### config.mk
export PLATFORM = sky130hd
export DESIGN_NAME = id_exe_reg
export DESIGN_NICKNAME = d
export VERILOG_FILES = /design/src/rtl/id_exe_reg.sv
export SDC_FILE = /design/constraint.sdc
export NUM_CORES = 1
export LEC_CHECK = 0
export BUFFER_PORTS_ARGS = -buffer_cell sky130_fd_sc_hd__buf_2
export CAP_MARGIN = 20
export CORE_ASPECT_RATIO = 1.75
export CORE_MARGIN = 4
export CORE_UTILIZATION = 40
export DETAILED_ROUTE_END_ITERATION = 16
export MAX_ROUTING_LAYER = met4
export PLACE_DENSITY = 0.82
export SLEW_MARGIN = 15
export SYNTH_ARGS = -nofsm -noshare
export SYNTH_HDL_FRONTEND = slang
export SYNTH_SLANG_ARGS = --single-unit
### constraint.sdc
create_clock -name clk -period 1.75 [get_ports clk]
set_input_delay 0.175 -clock clk [delete_from_list [all_inputs] [get_ports clk]]
set_output_delay 0.175 -clock clk [all_outputs]
set_load 0.03 [all_outputs]
### src/rtl/id_exe_reg.sv
// ID/EXE pipeline register: captures decoded controls and operands, supports
// freeze (stall), flush (branch-taken kill), tags bubbles and counts them.
module id_exe_reg (
  input  logic        clk,
  input  logic        rst,
  input  logic        freeze,
  input  logic        flush,
  input  logic        hazard_in,
  input  logic        WB_EN_in,
  input  logic        MEM_R_EN_in,
  input  logic        MEM_W_EN_in,
  input  logic [3:0]  EXE_CMD_in,
  input  logic [1:0]  Branch_command_in,
  input  logic        ST_or_BNE_in,
  input  logic [31:0] PC_in,
  input  logic [31:0] val1_in,
  input  logic [31:0] val2_in,
  input  logic [31:0] reg2_in,
  input  logic [4:0]  dest_in,
  input  logic [4:0]  src1_in,
  input  logic [4:0]  src2_in,
  output logic        WB_EN_out,
  output logic        MEM_R_EN_out,
  output logic        MEM_W_EN_out,
  output logic [3:0]  EXE_CMD_out,
  output logic [1:0]  Branch_command_out,
  output logic        ST_or_BNE_out,
  output logic [31:0] PC_out,
  output logic [31:0] val1_out,
  output logic [31:0] val2_out,
  output logic [31:0] reg2_out,
  output logic [4:0]  dest_out,
  output logic [4:0]  src1_out,
  output logic [4:0]  src2_out,
  output logic        valid_out,
  output logic [15:0] bubble_count
);

  localparam int unsigned WORD_LEN          = 32;
  localparam int unsigned REG_FILE_ADDR_LEN = 5;
  localparam int unsigned EXE_CMD_LEN       = 4;
  localparam int unsigned CNT_LEN           = 16;
  localparam logic [EXE_CMD_LEN-1:0] EXE_NO_OPERATION = 4'b1111;
  localparam logic [CNT_LEN-1:0]     CNT_MAX          = '1;

  // A bubble is either a flushed slot or a hazard-tagged load; reset is not one.
  logic bubble_c;
  assign bubble_c = !rst && (flush || (!freeze && hazard_in));

  // Pipeline register: rst > flush > freeze > load; reset and flush both
  // install an all-zero no-op entry so stale or X inputs never leak through.
  always_ff @(posedge clk) begin
    if (rst || flush) begin
      WB_EN_out          <= 1'b0;
      MEM_R_EN_out       <= 1'b0;
      MEM_W_EN_out       <= 1'b0;
      EXE_CMD_out        <= EXE_NO_OPERATION;
      Branch_command_out <= 2'b00;
      ST_or_BNE_out      <= 1'b0;
      PC_out             <= WORD_LEN'(0);
      val1_out           <= WORD_LEN'(0);
      val2_out           <= WORD_LEN'(0);
      reg2_out           <= WORD_LEN'(0);
      dest_out           <= REG_FILE_ADDR_LEN'(0);
      src1_out           <= REG_FILE_ADDR_LEN'(0);
      src2_out           <= REG_FILE_ADDR_LEN'(0);
      valid_out          <= 1'b0;
    end else if (!freeze) begin
      WB_EN_out          <= WB_EN_in;
      MEM_R_EN_out       <= MEM_R_EN_in;
      MEM_W_EN_out       <= MEM_W_EN_in;
      EXE_CMD_out        <= EXE_CMD_in;
      Branch_command_out <= Branch_command_in;
      ST_or_BNE_out      <= ST_or_BNE_in;
      PC_out             <= PC_in;
      val1_out           <= val1_in;
      val2_out           <= val2_in;
      reg2_out           <= reg2_in;
      dest_out           <= dest_in;
      src1_out           <= src1_in;
      src2_out           <= src2_in;
      valid_out          <= !hazard_in;
    end
  end

  // Saturating bubble counter.
  always_ff @(posedge clk) begin
    if (rst) begin
      bubble_count <= CNT_LEN'(0);
    end else if (bubble_c && (bubble_count != CNT_MAX)) begin
      bubble_count <= bubble_count + CNT_LEN'(1);
    end
  end

endmodule

==> metrics.csv, run 1 <==
stage;metric;value;unit
clock_tree;htree_levels;4;
global_route;antenna_found_initial;1;
worst_setup_path;required;2.05;ns
drt;wl_per_cell;17.23;µm
final_layout;design_area;10120;µm²
worst_setup_path;cp.arrival;1.98;ns
drt;drc;0;
sta;finClkSkew;0.01044;ns
power_and_ir_drop;p_clk_share;41.0;%
drt;wirelength;21660;µm
final_layout;seq_area;3413;µm²
clock_tree;cts_tree;yes;
die;die_height;173.7;µm
power_and_ir_drop;seq_power_share;44.3;%
sta;setup_viol;0;
final_layout;layout_common_cells;buf_2 (326), dfxtp_1 (162), mux2i_1 (157);
die;die_area;17840;µm²
sta;tightest_slew;0.5513;ns
place;gp_congestion;0.8616;
sta;slew_headroom;63.25;%
place;numPortBuffers;327;
sta;setup_slack;0.07287;ns
worst_setup_path;cp_max_fo;6;
power_and_ir_drop;ir_worst_vdd;0.0007090;V
power_and_ir_drop;p_int;6.736;mW
final_layout;area_growth;61.20;%
global_route;grt_usage;24.46;%
synth;ys_warn_count;0;
synth;synthTopCellsByArea;dfxtp_1 (54%), mux2i_1 (25%), nor2_1 (9.3%);
die;row_count;60;
die;dieWidth;102.7;µm
global_route;grt-ovfl-total;0;
worst_hold_path;hold_end;val2_out[28];
synth;synth-edff-count;0;
worst_setup_path;regToRegEndpoint;bubble_count[14];
worst_hold_path;min_path_type;primary input to flop;
worst_setup_path;end_kind;flop;
synth;yosys_most_used_dff;dfxtp_1;
synth;synth_top_area_cell;dfxtp_1;
drt;drtIter0Drc;163;
drt;drtPass1Iterations;4;
power_and_ir_drop;p_leak;5.132;nW
run_status;status;finished clean;
clock_tree;worstSkewPairLatency;0.41;ns
clock_tree;clockBufferDepth;2;
synth;syn-cell-area;6276;µm²
global_route;grt_pass1_wl;33380;µm
final_layout;fill_cells;1121;
global_route;use_met1;24.46;%
worst_setup_path;crit_start;rst;
sta;max_freq;0.5963;GHz
clock_tree;cts.sinks;170;
synth;syn_inst;599;
sta;final_hold_viol_count;0;
final_layout;layout-drive-gt1-share;37.57;%
worst_hold_path;worstHoldStart;val2_in[28];
global_route;grt_most_used_layer;met2;
global_route;grt_max_degree;73;
power_and_ir_drop;p_per_area;906.9;nW/µm²
place;postPlaceCellArea;8184;µm²
synth;async_flop_share;0;%
power_and_ir_drop;netSwitchingFraction;26.58;%
place;hpwl;13460;µm
synth;yosys.area.top_type_share;54.23;%
clock_tree;cts_buffers;17;
synth;ys_seq_elements;170;
place;place_ws;0.05382;ns
worst_setup_path;path_class;primary input to flop;
worst_setup_path;timing.rr.start;bubble_count[1];
die;start_util;40.78;%
clock_tree;path_clk_slew;0.07;ns
drt;viasPerCell;4.998;
worst_setup_path;rrSetupSlack;0.09;ns
die;io_pins;328;
job;maxCapViolations;0;
power_and_ir_drop;switchingPower;2.439;mW
global_route;grt_pass1_vias;6698;
die;core_area;15390;µm²
final_layout;layout_commonest_cell;buf_2;
worst_hold_path;hold_path_depth;3;
synth;synth_seq_area_share;54.23;%
power_and_ir_drop;power_frac_comb;14.7;%
sta;slew_viol_final;0;
sta;setup_tns;0;ns
drt;vias;6282;
global_route;grtUsageMet2;42.37;%
worst_setup_path;reg2reg_depth;5;
final_layout;multi_input_area;2690;µm²
synth;synth_fp_nets;758;
synth;ys_types;44;
sta;rsz0062_at_grt;no;
sta;timing.final.crit_share;95.84;%
worst_setup_path;start_kind;primary input;
drt;antenna_left;0;
final_layout;num-nets-final;1216;
global_route;met3_usage;4.913;%
synth;synth.avg_cell_area;10.48;µm²
sta;fin_crit;1.677;ns
power_and_ir_drop;finalPower;9.175;mW
clock_tree;root_buffer;clkbuf_16;
how the worst max path moves through the flow:
stage / to / slack, ns / cells after the start
after floorplan: bubble_count[1] / 0.005 / 4
after global placement: bubble_count[2] / 0.1 / 5
after detailed placement: bubble_count[2] / 0.05 / 5
after CTS: bubble_count[2] / 0.04 / 5
after global routing: bubble_count[9] / 0.02 / 6
final: bubble_count[9] / 0.07 / 6
per-stage QoR:
step                      util (%)  instances  hold slack [ns]
after floorplan                  -        599           0.2991
after global placement       53.18       1091           0.3863
after detailed placement     53.18       1091           0.3917
after global routing         65.74       1257          0.01514
after CTS                    65.63       1255        0.0002588
final                        65.74       1257          0.01458
registers in the layout, indices dropped and copies added (netlist names):
register / cells
src1_out: 5
ST_or_BNE_out: 1
MEM_R_EN_out: 1
Branch_command_out: 2
bubble_count: 16
val2_out: 32
valid_out: 1
WB_EN_out: 1
val1_out: 32
src2_out: 5
MEM_W_EN_out: 1
EXE_CMD_out: 4
reg2_out: 32
dest_out: 5
PC_out: 32
kinds of logic after synthesis:
logic type	count (synthesis)	share of synthesized area (%)
fa+ha+maj	1	0.1993
mux	161	25.82
buf+inv	42	3.050
simple gates	203	14.04
compound gates	22	2.671
flops	170	54.23
power by group through the flow:
| stage | Clock [mW] | Sequential [mW] | Combinational [mW] |
|---|---|---|---|
| after floorplan | 0 | 4.40 | 0.407 |
| after global placement | 0 | 4.14 | 1.06 |
| after detailed placement | 0 | 4.14 | 1.07 |
| after CTS | 3.86 | 4.06 | 1.31 |
| after global routing | 4.00 | 4.08 | 1.43 |
| final | 3.76 | 4.06 | 1.35 |
synth_stat cells (3+ instances only):
| cell type | n |
|---|---|
| a211oi_1 | 3 |
| a21oi_1 | 3 |
| buf_1 | 4 |
| buf_2 | 17 |
| clkbuf_1 | 16 |
| dfxtp_1 | 170 |
| mux2_2 | 3 |
| mux2i_1 | 157 |
| nand2_1 | 16 |
| nand3_1 | 4 |
| nand4_1 | 4 |
| nor2_1 | 155 |
| nor2b_1 | 4 |
| nor3_1 | 3 |
| nor4_1 | 4 |
| o31ai_1 | 3 |
per-layer routing:
layer / wire length [µm] / share of wire, %
met1: 7459 / 34
met2: 11650 / 54
met4: 1279 / 5.9
met5: 0 / 0
met3: 1272 / 5.9
worst max-delay path, cell delays in order:
cell           delay, ns
dlygate4sd3_1       0.54
buf_2               0.15
and2b_2             0.23
o211ai_1            0.21
nor4_1              0.31
mux2_2              0.36
final cells by class:
class,count,share of cell area (%)
Inverter,3,0.1113
Sequential cell,170,33.74
Timing Repair Buffer,478,31.35
Clock buffer,19,4.477
Clock inverter,13,1.410
Tap cell,186,2.300
Antenna cell,1,0.02473
Multi-Input combinational cell,387,26.59
repair_timing:
| action | CTS | global route |
|---|---|---|
| setup endpoints to repair | 0 | 5 |
| setup buffers | 0 | 1 |
| hold endpoints to repair | 133 | 0 |
| gates resized for setup | 0 | 3 |
| hold buffers | 132 | 0 |
Power figures use the tool's default switching activity.
==> inputs of run 2 (changes only) <==
--- a/config.mk
+++ b/config.mk
@@ -5,14 +5,14 @@
 export SDC_FILE = /design/constraint.sdc
 export NUM_CORES = 1
 export LEC_CHECK = 0
-export BUFFER_PORTS_ARGS = -buffer_cell sky130_fd_sc_hd__buf_2
 export CAP_MARGIN = 20
 export CORE_ASPECT_RATIO = 1.75
 export CORE_MARGIN = 4
 export CORE_UTILIZATION = 40
 export DETAILED_ROUTE_END_ITERATION = 16
+export DONT_BUFFER_PORTS = 1
 export MAX_ROUTING_LAYER = met4
-export PLACE_DENSITY = 0.82
+export PLACE_DENSITY = 0.64
 export SLEW_MARGIN = 15
 export SYNTH_ARGS = -nofsm -noshare
 export SYNTH_HDL_FRONTEND = slang
==> metrics.csv, run 2 <==
stage;metric;value;unit
place;hpwl;11410;µm
place;numPortBuffers;0;
clock_tree;cts.sinks;170;
place;gp_congestion;0.7944;
run_status;error_line;[ERROR RSZ-0060] Max buffer count reached.;
synth;synth-edff-count;0;
die;row_count;60;
synth;ys_warn_count;0;
synth;syn_inst;599;
die;io_pins;328;
synth;yosys_most_used_dff;dfxtp_1;
clock_tree;htree_levels;4;
synth;yosys.area.top_type_share;54.23;%
clock_tree;root_buffer;clkbuf_16;
synth;ys_seq_elements;170;
die;die_height;173.7;µm
synth;netlist_top_cells_count;dfxtp_1 (170), mux2i_1 (157), nor2_1 (155);
run_status;haltStage;4_1_cts;
synth;async_flop_share;0;%
die;dieWidth;102.7;µm
synth;ys_types;44;
clock_tree;postCtsHoldBufs;162;
synth;synthTopCellsByArea;dfxtp_1 (54%), mux2i_1 (25%), nor2_1 (9.3%);
clock_tree;cts_setup_buffers;0;
clock_tree;cts_resized;0;
synth;synth_fp_nets;758;
clock_tree;clockBufferDepth;2;
synth;syn-cell-area;6276;µm²
synth;synth_most_common_cell;dfxtp_1;
synth;synth.avg_cell_area;10.48;µm²
run_status;status;aborted with a tool error;
die;start_util;40.78;%
clock_tree;cts_buffers;17;
synth;synth_top_area_cell;dfxtp_1;
place;place_ws;0.08675;ns
synth;synth_seq_area_share;54.23;%
==> run 2: cell counts after synthesis <==
Identical to the previous run, type by type.
==> run 2: cell families after synthesis <==
group,Yosys count,synth area share [%]
DFF,170,54.23
adders and majority gates,1,0.1993
buffers and inverters,42,3.050
muxes,161,25.82
and+or+nand+nor,203,14.04
AOI/OAI and AO/OA,22,2.671
==> run 2: metrics by stage <==
step,instance area [µm²],instances
3_3_place_gp,6556,773
2_1_floorplan,6286,599
3_5_place_dp,6556,773
==> inputs of run 3 (changes only) <==
--- a/config.mk
+++ b/config.mk
@@ -6,13 +6,11 @@
 export NUM_CORES = 1
 export LEC_CHECK = 0
 export CAP_MARGIN = 20
-export CORE_ASPECT_RATIO = 1.75
 export CORE_MARGIN = 4
-export CORE_UTILIZATION = 40
+export CORE_UTILIZATION = 25
 export DETAILED_ROUTE_END_ITERATION = 16
 export DONT_BUFFER_PORTS = 1
-export MAX_ROUTING_LAYER = met4
-export PLACE_DENSITY = 0.64
+export PLACE_DENSITY_LB_ADDON = 0.15
 export SLEW_MARGIN = 15
 export SYNTH_ARGS = -nofsm -noshare
 export SYNTH_HDL_FRONTEND = slang
==> metrics.csv, run 3 <==
stage;metric;value;unit
run_status;status;aborted with a tool error;
run_status;haltStage;4_1_cts;
run_status;error_line;[ERROR RSZ-0060] Max buffer count reached.;
clock_tree;cts.sinks;170;
synth;async_flop_share;0;%
synth;synth_fp_nets;758;
synth;synth_most_common_cell;dfxtp_1;
synth;synth_seq_area_share;54.23;%
synth;syn_inst;599;
clock_tree;htree_levels;4;
clock_tree;root_buffer;clkbuf_16;
die;row_count;57;
place;numPortBuffers;0;
clock_tree;clockBufferDepth;2;
die;die_height;166.4;µm
die;dieWidth;166.4;µm
synth;ys_seq_elements;170;
clock_tree;cts_buffers;17;
die;start_util;25.58;%
clock_tree;cts_setup_buffers;0;
synth;synth-edff-count;0;
place;place_ws;-0.02370;ns
place;postPlaceCellArea;6759;µm²
synth;syn-cell-area;6276;µm²
die;io_pins;328;
synth;netlist_top_cells_count;dfxtp_1 (170), mux2i_1 (157), nor2_1 (155);
synth;synthTopCellsByArea;dfxtp_1 (54%), mux2i_1 (25%), nor2_1 (9.3%);
synth;yosys.area.top_type_share;54.23;%
synth;yosys_most_used_dff;dfxtp_1;
synth;synth_top_area_cell;dfxtp_1;
synth;ys_warn_count;0;
synth;ys_types;44;
clock_tree;cts_resized;0;
place;gp_congestion;0.7673;
clock_tree;postCtsHoldBufs;191;
place;hpwl;12500;µm
synth;synth.avg_cell_area;10.48;µm²
[run 3: cell counts after synthesis]
No cell type changed its count.
[run 3: through the flow]
step	hold WS, ns	cells
2_1_floorplan	0.2991	599
3_5_place_dp	0.2424	915
3_3_place_gp	0.2405	915
[run 3: logic make-up after synthesis]
group,count (synthesis),synth area share [%]
AO/OA/AOI/OAI,22,2.671
adder cells (fa/ha/maj),1,0.1993
buffers and inverters,42,3.050
flip-flops,170,54.23
multiplexers,161,25.82
AND/OR/NAND/NOR,203,14.04
